==> config.mk <==
export PLATFORM = sky130hd
export DESIGN_NAME = cache_ctrl
export DESIGN_NICKNAME = d
export VERILOG_FILES = /design/src/rtl/cache_ctrl.sv
export SDC_FILE = /design/constraint.sdc
export NUM_CORES = 1
export LEC_CHECK = 0
export CAP_MARGIN = 10
export CORE_MARGIN = 2
export CORE_UTILIZATION = 30
export CTS_CLUSTER_SIZE = 14
export DETAILED_ROUTE_END_ITERATION = 8
export MAX_ROUTING_LAYER = met4
export PLACE_DENSITY = 0.7
export SLEW_MARGIN = 20
export SYNTH_ARGS = -nofsm -noshare
export SYNTH_HDL_FRONTEND = slang
export SYNTH_SLANG_ARGS = --single-unit
==> constraint.sdc <==
create_clock -name clk -period 3.2 [get_ports clk]
set_clock_uncertainty 0.2 [all_clocks]
set_input_delay 0.32 -clock clk [delete_from_list [all_inputs] [get_ports clk]]
set_output_delay 0.32 -clock clk [all_outputs]
set_load 0.03 [all_outputs]
==> src/rtl/cache_ctrl.sv <==
// cache_ctrl: write-back cache controller sequencing one external set array and word-wide memory.
// Define CACHE_CTRL_STATS_EN to add saturating hit/miss counters (hit_count, miss_count).
module cache_ctrl #(
  parameter int unsigned TAG_W  = 5,
  parameter int unsigned IDX_W  = 3,
  parameter int unsigned DATA_W = 16
) (
  input  logic                   clk,
  input  logic                   rst,
  input  logic                   cpu_req,
  input  logic                   cpu_wr,
  input  logic [TAG_W+IDX_W+1:0] cpu_addr,
  input  logic [DATA_W-1:0]      cpu_wdata,
  output logic [DATA_W-1:0]      cpu_rdata,
  output logic                   cpu_ready,
  output logic [IDX_W-1:0]       set_index,
  output logic                   set_enable,
  output logic                   set_cmp,
  output logic                   set_write,
  output logic [1:0]             set_word,
  output logic [TAG_W-1:0]       set_tag,
  output logic [DATA_W-1:0]      set_data,
  output logic                   set_valid_in,
  input  logic                   set_hit,
  input  logic                   set_dirty,
  input  logic                   set_valid,
  input  logic                   set_ack,
  input  logic [TAG_W-1:0]       set_tag_out,
  input  logic [DATA_W-1:0]      set_data_out,
  output logic                   mem_req,
  output logic                   mem_wr,
  output logic [TAG_W+IDX_W+1:0] mem_addr,
  output logic [DATA_W-1:0]      mem_wdata,
  input  logic [DATA_W-1:0]      mem_rdata,
  input  logic                   mem_ack
`ifdef CACHE_CTRL_STATS_EN
  ,
  output logic [15:0]            hit_count,
  output logic [15:0]            miss_count
`endif
);

  localparam int unsigned AddrW = TAG_W + IDX_W + 2;

  typedef enum logic [2:0] {StIdle, StCompare, StWriteback, StAllocate, StDone} state_e;

  state_e              state_q, state_d;
  logic                gap_q, gap_d;
  logic                mem_ph_q, mem_ph_d;
  logic [1:0]          cnt_q, cnt_d;
  logic                wr_q, wr_d;
  logic [AddrW-1:0]    addr_q, addr_d;
  logic [DATA_W-1:0]   wdata_q, wdata_d;
  logic [TAG_W-1:0]    victim_q, victim_d;
  logic [DATA_W-1:0]   buf_q, buf_d;
  logic [DATA_W-1:0]   rdata_q, rdata_d;

  logic [TAG_W-1:0]    req_tag;
  logic [IDX_W-1:0]    req_idx;

  assign req_tag   = addr_q[AddrW-1 -: TAG_W];
  assign req_idx   = addr_q[IDX_W+1 -: IDX_W];
  assign cpu_rdata = rdata_q;

  always_ff @(posedge clk or posedge rst) begin
    if (rst) begin
      state_q  <= StIdle;
      gap_q    <= 1'b0;
      mem_ph_q <= 1'b0;
      cnt_q    <= '0;
      wr_q     <= 1'b0;
      addr_q   <= '0;
      wdata_q  <= '0;
      victim_q <= '0;
      buf_q    <= '0;
      rdata_q  <= '0;
    end else begin
      state_q  <= state_d;
      gap_q    <= gap_d;
      mem_ph_q <= mem_ph_d;
      cnt_q    <= cnt_d;
      wr_q     <= wr_d;
      addr_q   <= addr_d;
      wdata_q  <= wdata_d;
      victim_q <= victim_d;
      buf_q    <= buf_d;
      rdata_q  <= rdata_d;
    end
  end

  // gap_q inserts one idle cycle after every handshake so enable/req always drop between ops.
  always_comb begin
    state_d      = state_q;
    gap_d        = 1'b0;
    mem_ph_d     = mem_ph_q;
    cnt_d        = cnt_q;
    wr_d         = wr_q;
    addr_d       = addr_q;
    wdata_d      = wdata_q;
    victim_d     = victim_q;
    buf_d        = buf_q;
    rdata_d      = rdata_q;
    cpu_ready    = 1'b0;
    set_index    = '0;
    set_enable   = 1'b0;
    set_cmp      = 1'b0;
    set_write    = 1'b0;
    set_word     = '0;
    set_tag      = '0;
    set_data     = '0;
    set_valid_in = 1'b0;
    mem_req      = 1'b0;
    mem_wr       = 1'b0;
    mem_addr     = '0;
    mem_wdata    = '0;
    unique case (state_q)
      StIdle: begin
        if (cpu_req) begin
          wr_d    = cpu_wr;
          addr_d  = cpu_addr;
          wdata_d = cpu_wdata;
          state_d = StCompare;
        end
      end
      StCompare: begin
        if (!gap_q) begin
          set_enable   = 1'b1;
          set_cmp      = 1'b1;
          set_write    = wr_q;
          set_valid_in = wr_q;  // a write hit keeps the line valid
          set_index    = req_idx;
          set_tag      = req_tag;
          set_word     = addr_q[1:0];
          set_data     = wdata_q;
          if (set_ack) begin
            gap_d = 1'b1;
            cnt_d = '0;
            if (set_hit && set_valid) begin
              if (!wr_q) rdata_d = set_data_out;
              state_d = StDone;
            end else if (set_valid && set_dirty) begin
              victim_d = set_tag_out;
              mem_ph_d = 1'b0;
              state_d  = StWriteback;
            end else begin
              mem_ph_d = 1'b1;
              state_d  = StAllocate;
            end
          end
        end
      end
      StWriteback: begin
        if (!gap_q) begin
          if (!mem_ph_q) begin
            set_enable = 1'b1;
            set_index  = req_idx;
            set_word   = cnt_q;
            if (set_ack) begin
              buf_d    = set_data_out;
              mem_ph_d = 1'b1;
              gap_d    = 1'b1;
            end
          end else begin
            mem_req   = 1'b1;
            mem_wr    = 1'b1;
            mem_addr  = {victim_q, req_idx, cnt_q};
            mem_wdata = buf_q;
            if (mem_ack) begin
              gap_d    = 1'b1;
              cnt_d    = cnt_q + 2'd1;
              mem_ph_d = 1'b0;
              if (cnt_q == 2'd3) begin
                mem_ph_d = 1'b1;
                state_d  = StAllocate;
              end
            end
          end
        end
      end
      StAllocate: begin
        if (!gap_q) begin
          if (mem_ph_q) begin
            mem_req  = 1'b1;
            mem_addr = {req_tag, req_idx, cnt_q};
            if (mem_ack) begin
              buf_d    = mem_rdata;
              mem_ph_d = 1'b0;
              gap_d    = 1'b1;
            end
          end else begin
            set_enable   = 1'b1;
            set_write    = 1'b1;
            set_valid_in = 1'b1;
            set_index    = req_idx;
            set_tag      = req_tag;
            set_word     = cnt_q;
            set_data     = buf_q;
            if (set_ack) begin
              gap_d    = 1'b1;
              cnt_d    = cnt_q + 2'd1;
              mem_ph_d = 1'b1;
              if (cnt_q == 2'd3) state_d = StCompare;
            end
          end
        end
      end
      StDone: begin
        cpu_ready = 1'b1;
        state_d   = StIdle;
      end
      default: state_d = StIdle;
    endcase
  end

`ifdef CACHE_CTRL_STATS_EN
  logic        replay_q;
  logic        cmp_done;
  logic [15:0] hit_q, miss_q;

  assign cmp_done   = (state_q == StCompare) && !gap_q && set_ack;
  assign hit_count  = hit_q;
  assign miss_count = miss_q;

  // replay_q marks the compare re-issued after a fill so it is not counted as a hit.
  always_ff @(posedge clk or posedge rst) begin
    if (rst) begin
      replay_q <= 1'b0;
      hit_q    <= '0;
      miss_q   <= '0;
    end else begin
      if (state_q == StIdle) begin
        replay_q <= 1'b0;
      end else if (state_q == StAllocate && state_d == StCompare) begin
        replay_q <= 1'b1;
      end
      if (cmp_done && set_hit && set_valid && !replay_q && hit_q != 16'hFFFF) begin
        hit_q <= hit_q + 16'd1;
      end
      if (cmp_done && !(set_hit && set_valid) && miss_q != 16'hFFFF) begin
        miss_q <= miss_q + 16'd1;
      end
    end
  end
`endif

endmodule
==> results of run 1 <==
[metal layers]
layer / vias to the layer above / track usage / routed length (um)
li1: 1428 / - / -
met2: 105 / 0.273 / 5170
met4: 0 / 0.0618 / 191
met1: 1477 / 0.202 / 4390
met3: 14 / 0.0383 / 563
met5: - / - / 0
[cell usage in the layout, fill, tap and decap left out, types with 2 or more instances in the layout]
cell and count:
sky130_fd_sc_hd__clkdlybuf4s50_1 139, sky130_fd_sc_hd__dfrtp_1 70, sky130_fd_sc_hd__mux2_2 40, sky130_fd_sc_hd__and2_1 26, sky130_fd_sc_hd__a22o_1 23, sky130_fd_sc_hd__nand2_1 21, sky130_fd_sc_hd__buf_4 20, sky130_fd_sc_hd__mux2i_1 18
sky130_fd_sc_hd__o21ai_0 18, sky130_fd_sc_hd__mux2_4 10, sky130_fd_sc_hd__clkbuf_16 9, sky130_fd_sc_hd__nor2b_1 7, sky130_fd_sc_hd__nor2_1 7, sky130_fd_sc_hd__and3_1 6, sky130_fd_sc_hd__inv_1 4, sky130_fd_sc_hd__clkinv_2 3
sky130_fd_sc_hd__bufinv_16 3, sky130_fd_sc_hd__a21oi_1 2, sky130_fd_sc_hd__nand3b_1 2, sky130_fd_sc_hd__nor3_2 2, sky130_fd_sc_hd__a211oi_1 2, sky130_fd_sc_hd__nor3_1 2, sky130_fd_sc_hd__dlymetal6s2s_1 2
[timing repair]
action,4_1_cts,5_1_grt
resized for setup,0,3
hold endpoints to repair,0,0
endpoints found under the setup margin,0,39
[cells by family (layout without fill, tap and decap cells)]
group           after synthesis  after routing
fa+ha+maj                     1              1
flops                        71             71
simple gates                 86             86
compound gates               57             57
mux                          68             68
buf+inv                      27            183
[metrics by stage]
stage / std cells / hold slack [ps] / area, sq um / power [mW] / worst slack, ps
after global routing: 613 / 304 / 5660 / 6.05 / 48.2
after global placement: 597 / 290 / 5310 / 4.54 / 441
final: 613 / 233 / 5660 / 5.72 / 186
after detailed placement: 597 / 294 / 5310 / 4.59 / 391
after floorplan: 310 / 253 / 3630 / 3.46 / 671
after CTS: 613 / 263 / 5660 / 5.77 / 23.3
[power by group]
group          switching [mW]  internal, mW
Combinational            1.53          1.37
Clock                   0.376         0.779
Sequential              0.346          1.31
Total                    2.25          3.47
[synth_stat cells, drive strengths merged (2+ instances only)]
master / n
a211oi: 2
a21oi: 2
a22o: 23
and2: 26
and3: 6
buf: 10
clkbuf: 12
dfrtp: 71
inv: 5
mux2: 50
mux2i: 18
nand2: 21
nand2b: 2
nand3b: 2
nor2: 7
nor2b: 7
nor3: 4
nor4: 2
nor4b: 2
o21ai: 18
[registers in the layout, summed over array words and instances (netlist names)]
| register | count |
|---|---|
| addr_q | 10 |
| buf_q | 16 |
| cnt_q | 2 |
| cpu_rdata | 16 |
| gap_q | 1 |
| mem_ph_q | 1 |
| state_q | 3 |
| victim_q | 5 |
| wdata_q | 16 |
| wr_q | 1 |
[worst max-delay path, cell delays in order, from the launching register on]
cell and delay, ps:
sky130_fd_sc_hd__dfrtp_1 540, sky130_fd_sc_hd__nor2b_1 270, sky130_fd_sc_hd__nand2_1 120, sky130_fd_sc_hd__nor3_2 180, sky130_fd_sc_hd__buf_4 210, sky130_fd_sc_hd__a22o_1 160, sky130_fd_sc_hd__clkdlybuf4s50_1 680
[final timing paths]
path,from,to,slack (ps),depth (start not counted)
setup / recovery,gap_q,mem_addr[8],190,6
hold / removal,rst,addr_q[0],230,2
setup reg to reg,state_q[2],cpu_rdata[3],810,5
hold reg to reg,cpu_rdata[13],cpu_rdata[13],310,1
max in group asynchronous,rst,state_q[1],1850,3
min in group clk,cpu_rdata[13],cpu_rdata[13],310,1
[area by class of cell]
cell class / instances / area share
flip-flops and latches: 71 / 0.314
multi-input cells: 212 / 0.309
repair buffers: 162 / 0.280
clock buffers: 10 / 0.0422
well taps: 147 / 0.0325
clock inverters: 6 / 0.0190
inverters: 5 / 0.00354
==> run metrics, run 1 <==
ant diodes=0; Die Ht=114 um; setup repair after global routing missed its margin=false; pin count of the biggest net entering global routing=45; storage element area=1780 sq um; vias in the first global route=3213; required time of the critical path=2680 ps; DRC marker count from the first detailed-route iteration=122; die area=13000 sq um; number of iterations in the first detailed-routing pass=4; share of post-route cells with drive strength above 1=0.210; count of buffers inserted at the top-level ports=146; cts hold-fix bufs=0; clock tree from TritonCTS=done; mean area per synthesized cell=11.7 sq um; final-report setup violation count=0; Setup crit end kind=primary output; chip width=114 um; number of H-tree levels=3; starting density of the core=0.305; residual overflow from global routing=0; latest clock arrival within the worst-skew pair=330 ps; Critical Setup Path Class=reg2out; number of antenna violations at the first check in global routing=0; Final min period=3010 ps; standard-cell row count=40; main flop type after synthesis=sky130_fd_sc_hd__dfrtp_1; Critical Path Start Type=flop; share of flip-flops with an asynchronous set or reset=1.00; gp weighted congestion=0.871; detailed-placement wirelength estimate=7910 um; mux share of post-synthesis cell area=0.215; dominant combinational cell family by area after synthesis=multiplexers; share of synthesized area occupied by flip-flops and latches=0.490; core footprint=11900 sq um; result of the run=finished, final reports clean; total leakage power=2.46 nW; max-capacitance violation count=0; drt drc=0; number of antenna-violating nets in the routed design=0; Hold WC Path Type=in2async; xor/xnor share of the synthesized area=0; total negative slack for setup checks=0 ps; average vias per placed instance=4.93; routed vias=3024; area delta synth->final=56.0%; maximum clock path buffer count=2; compound-cell area share of the yosys netlist=0.114; buffer cell driving the clock tree root=sky130_fd_sc_hd__clkbuf_16; area occupied by multi-input gates=1750 sq um; worst-path maximum fanout=12; total number of nets in the final design=534; count of buffers added by post-CTS timing repair for setup=0; top cell type's share of synthesized area=0.490; first-pass GRT wire length=16500 um; arrival time at the worst endpoint=2490 ps; post-synthesis cell count=310; Final Max Tran Viols=0; cell types occupying the most area after synthesis=sky130_fd_sc_hd__dfrtp_1 49%, sky130_fd_sc_hd__mux2_2 12%, sky130_fd_sc_hd__a22o_1 5.6%; count of warnings emitted by yosys=0; distinct cell type count after synthesis=46; overall track demand over capacity in global routing=0.167; Simple-Gate Fraction of Synth Area=0.139; final core utilization=0.475; largest vdd supply drop=0.482 mV; worst slew margin relative to its limit=0.478; post-synthesis share of cell area spent on full adders, half adders and majority gates=0.00345; upper clock frequency limit=332 MHz; number of top-level design ports=147; power per cell area=1010 nW/um^2; number of sinks on the clock net=71; Clock transition at path regs=60 ps; layout filler cell count=1111; #FFs+latches synth=71; biggest area consumer among synthesized cells=sky130_fd_sc_hd__dfrtp_1; number of synthesized flops with an enable pin=0; final routed wirelength across all metal layers=10300 um; Num CTS Buffers=9; Synth Net Count=383; final number of hold-violating endpoints=0; area of the mapped netlist=3630 sq um; final worst-path cycle share=0.942; detail-routed net length per standard cell=16.8 um; slew at the pin closest to its max-slew limit=784 ps
No activity file was read; power rests on OpenSTA's default activity.
==> run 2, diff against run 1 <==
--- a/config.mk
+++ b/config.mk
@@ -12,7 +12,7 @@
 export DETAILED_ROUTE_END_ITERATION = 8
 export MAX_ROUTING_LAYER = met4
 export PLACE_DENSITY = 0.7
-export SLEW_MARGIN = 20
+export SLEW_MARGIN = 10
 export SYNTH_ARGS = -nofsm -noshare
 export SYNTH_HDL_FRONTEND = slang
 export SYNTH_SLANG_ARGS = --single-unit
==> results of run 2 <==
No change in the layout: final DEF, timing and power equal those of run 1.
==> run 3, diff against run 2 <==
==> constraint.sdc (replaced) <==
create_clock -name clk -period 3.2 [get_ports clk]
set_clock_uncertainty 0.2 [all_clocks]
set_input_delay 0.32 -clock clk [delete_from_list [all_inputs] [get_ports clk]]
set_output_delay 0.32 -clock clk [all_outputs]
set_load 0.02 [all_outputs]
==> run metrics, run 3 (synthesis results as in run 1) <==
upper clock frequency limit=338 MHz (+2.0%); share of post-route cells with drive strength above 1=0.188 (-0.0228); pin count of the biggest net entering global routing=70 (+56%); total leakage power=2.37 nW (-3.5%); number of top-level design ports=147 (unchanged); average vias per placed instance=4.79 (-3.0%); DRC marker count from the first detailed-route iteration=100 (-18%); Worst path slowest cell=sky130_fd_sc_hd__clkdlybuf4s50_1; buffer cell driving the clock tree root=sky130_fd_sc_hd__clkbuf_16; chip width=114 um (unchanged); gp weighted congestion=0.860 (-1.3%); final-report setup violation count=0 (unchanged); commonest cells after routing, fill and taps aside=146 x sky130_fd_sc_hd__clkdlybuf4s50_1, 70 x sky130_fd_sc_hd__dfrtp_1, 40 x sky130_fd_sc_hd__mux2_2, 26 x sky130_fd_sc_hd__and2_1, 23 x sky130_fd_sc_hd__a22o_1; worst slew margin relative to its limit=0.631 (+0.153); core footprint=11900 sq um (unchanged); setup repair after global routing missed its margin=false; number of sinks on the clock net=71 (unchanged); commonest non-fill, non-tap cell in the layout=sky130_fd_sc_hd__clkdlybuf4s50_1; power per cell area=925 nW/um^2 (-8.5%); routed vias=2925 (-3.3%); area delta synth->final=53.6%; final routed wirelength across all metal layers=10400 um (+0.67%); category of cells accounting for the largest share of critical-path delay=simple AND/OR/NAND/NOR gates; overall track demand over capacity in global routing=0.171 (+0.00449); Setup crit end kind=primary output; arrival time at the worst endpoint=2440 ps (-50 ps); final cell count without fillers=611 (-0.33%); vias in the first global route=3233 (+0.62%); final worst-path cycle share=0.924 (-0.0181); Critical Path Start Type=flop; CP Cell Sequence=buf_4 -> nor3b_1 -> nor2b_1 -> or2_2 -> and3_1 -> clkdlybuf4s50_1; detailed-placement wirelength estimate=7920 um (+0.13%); Die Ht=114 um (unchanged); residual overflow from global routing=0 (unchanged); standard-cell row count=40 (unchanged); Setup Slack @ Placement=395 ps (+4.52 ps); starting density of the core=0.305 (unchanged); final number of hold-violating endpoints=0 (unchanged); worst-path maximum fanout=10 (-2); number of H-tree levels=3 (unchanged); Critical Setup Path Class=reg2out; result of the run=finished, final reports clean; maximum clock path buffer count=2 (unchanged); die area=13000 sq um (unchanged); Hold WC Path Type=reg2reg; biggest cell delay along the critical path=610 ps (-70 ps); Clock transition at path regs=50 ps (about the same); Num CTS Buffers=9 (unchanged); number of buffers and inverters on the critical path=2 (unchanged); number of cells after detailed placement=596 (-0.17%); drt drc=0 (unchanged); required time of the critical path=2680 ps (about the same); minimum setup slack in the final design=244 ps (+58.0 ps); largest vdd supply drop=0.455 mV (-5.5%); count of buffers inserted at the top-level ports=146 (unchanged); detail-routed net length per standard cell=17.0 um (+1.0%); first-pass GRT wire length=16700 um (+1.4%); clock tree from TritonCTS=done; number of antenna violations at the first check in global routing=0 (unchanged); total negative slack for setup checks=0 ps (unchanged); max-capacitance violation count=0 (unchanged); total number of nets in the final design=534 (unchanged); hold slack=307 ps (+73.7 ps); number of iterations in the first detailed-routing pass=4 (unchanged); Final min period=2960 ps (-58.0 ps); number of antenna-violating nets in the routed design=0 (unchanged); latest clock arrival within the worst-skew pair=320 ps (about the same); ant diodes=0 (unchanged); Final Max Tran Viols=0 (unchanged); slew at the pin closest to its max-slew limit=551 ps (-233 ps)
## run 3: changes by cell type in the layout (fill, tap and decap cells not counted), sizes merged
cell,delta
clkbuf,+2
dlygate4sd3,+1
buf,-6
clkinvlp,-1
bufinv,-3
dlymetal6s2s,-2
clkdlybuf4s50,+7
## run 3: final timing paths
path | from | end | slack [ps] | cells after the start
min | cpu_rdata[14] | cpu_rdata[14] | 310 | 1
max | state_q[2] | set_index[2] | 240 | 6
max reg2reg | state_q[2] | cpu_rdata[3] | 860 | 5
max in group asynchronous | rst | addr_q[9] | 1700 | 4
min reg2reg | cpu_rdata[14] | cpu_rdata[14] | 310 | 1
min in group asynchronous | rst | cpu_rdata[14] | 530 | 3
## run 3: area by class of cell
type                            instances  area, sq um
Tap cell                              147          184
Clock inverter                          2         10.0
Timing Repair Buffer                  162         1600
Multi-Input combinational cell        212         1750
Fill cell                            1131         6340
Sequential cell                        71         1780
Inverter                                5         20.0
Clock buffer                           12          236
## run 3: through the flow
| stage | area (sq um) | utilization | power, mW |
|---|---|---|---|
| finish | 5570 | 0.468 | 5.15 |
| global route | 5570 | 0.468 | 5.50 |
| CTS | 5570 | 0.468 | 5.22 |
| detailed placement | 5310 | 0.446 | 4.32 |
| global placement | 5310 | 0.446 | 4.27 |
| floorplan | 3630 | - | 3.18 |
## run 3: where the power goes
part	leakage, nW	internal (mW)	switching (mW)	total, mW
Sequential	0.884	1.32	0.357	1.67
Combinational	1.36	1.36	1.26	2.62
Clock	0.122	0.513	0.347	0.860
Total	2.37	3.19	1.96	5.15
## run 3: what timing repair did
action / in CTS / in global routing
hold buffers: 1 / 0
setup buffers: 0 / 0
endpoints found under the hold margin: 2 / 0
endpoints found under the setup margin: 0 / 41
resized for setup: 0 / 1
## run 3: routing by layer
| layer | GRT usage | routed length [um] |
|---|---|---|
| met3 | 0.0308 | 400 |
| met4 | 0.0732 | 165 |
| met1 | 0.204 | 4480 |
| met2 | 0.285 | 5340 |
| met5 | - | 0 |
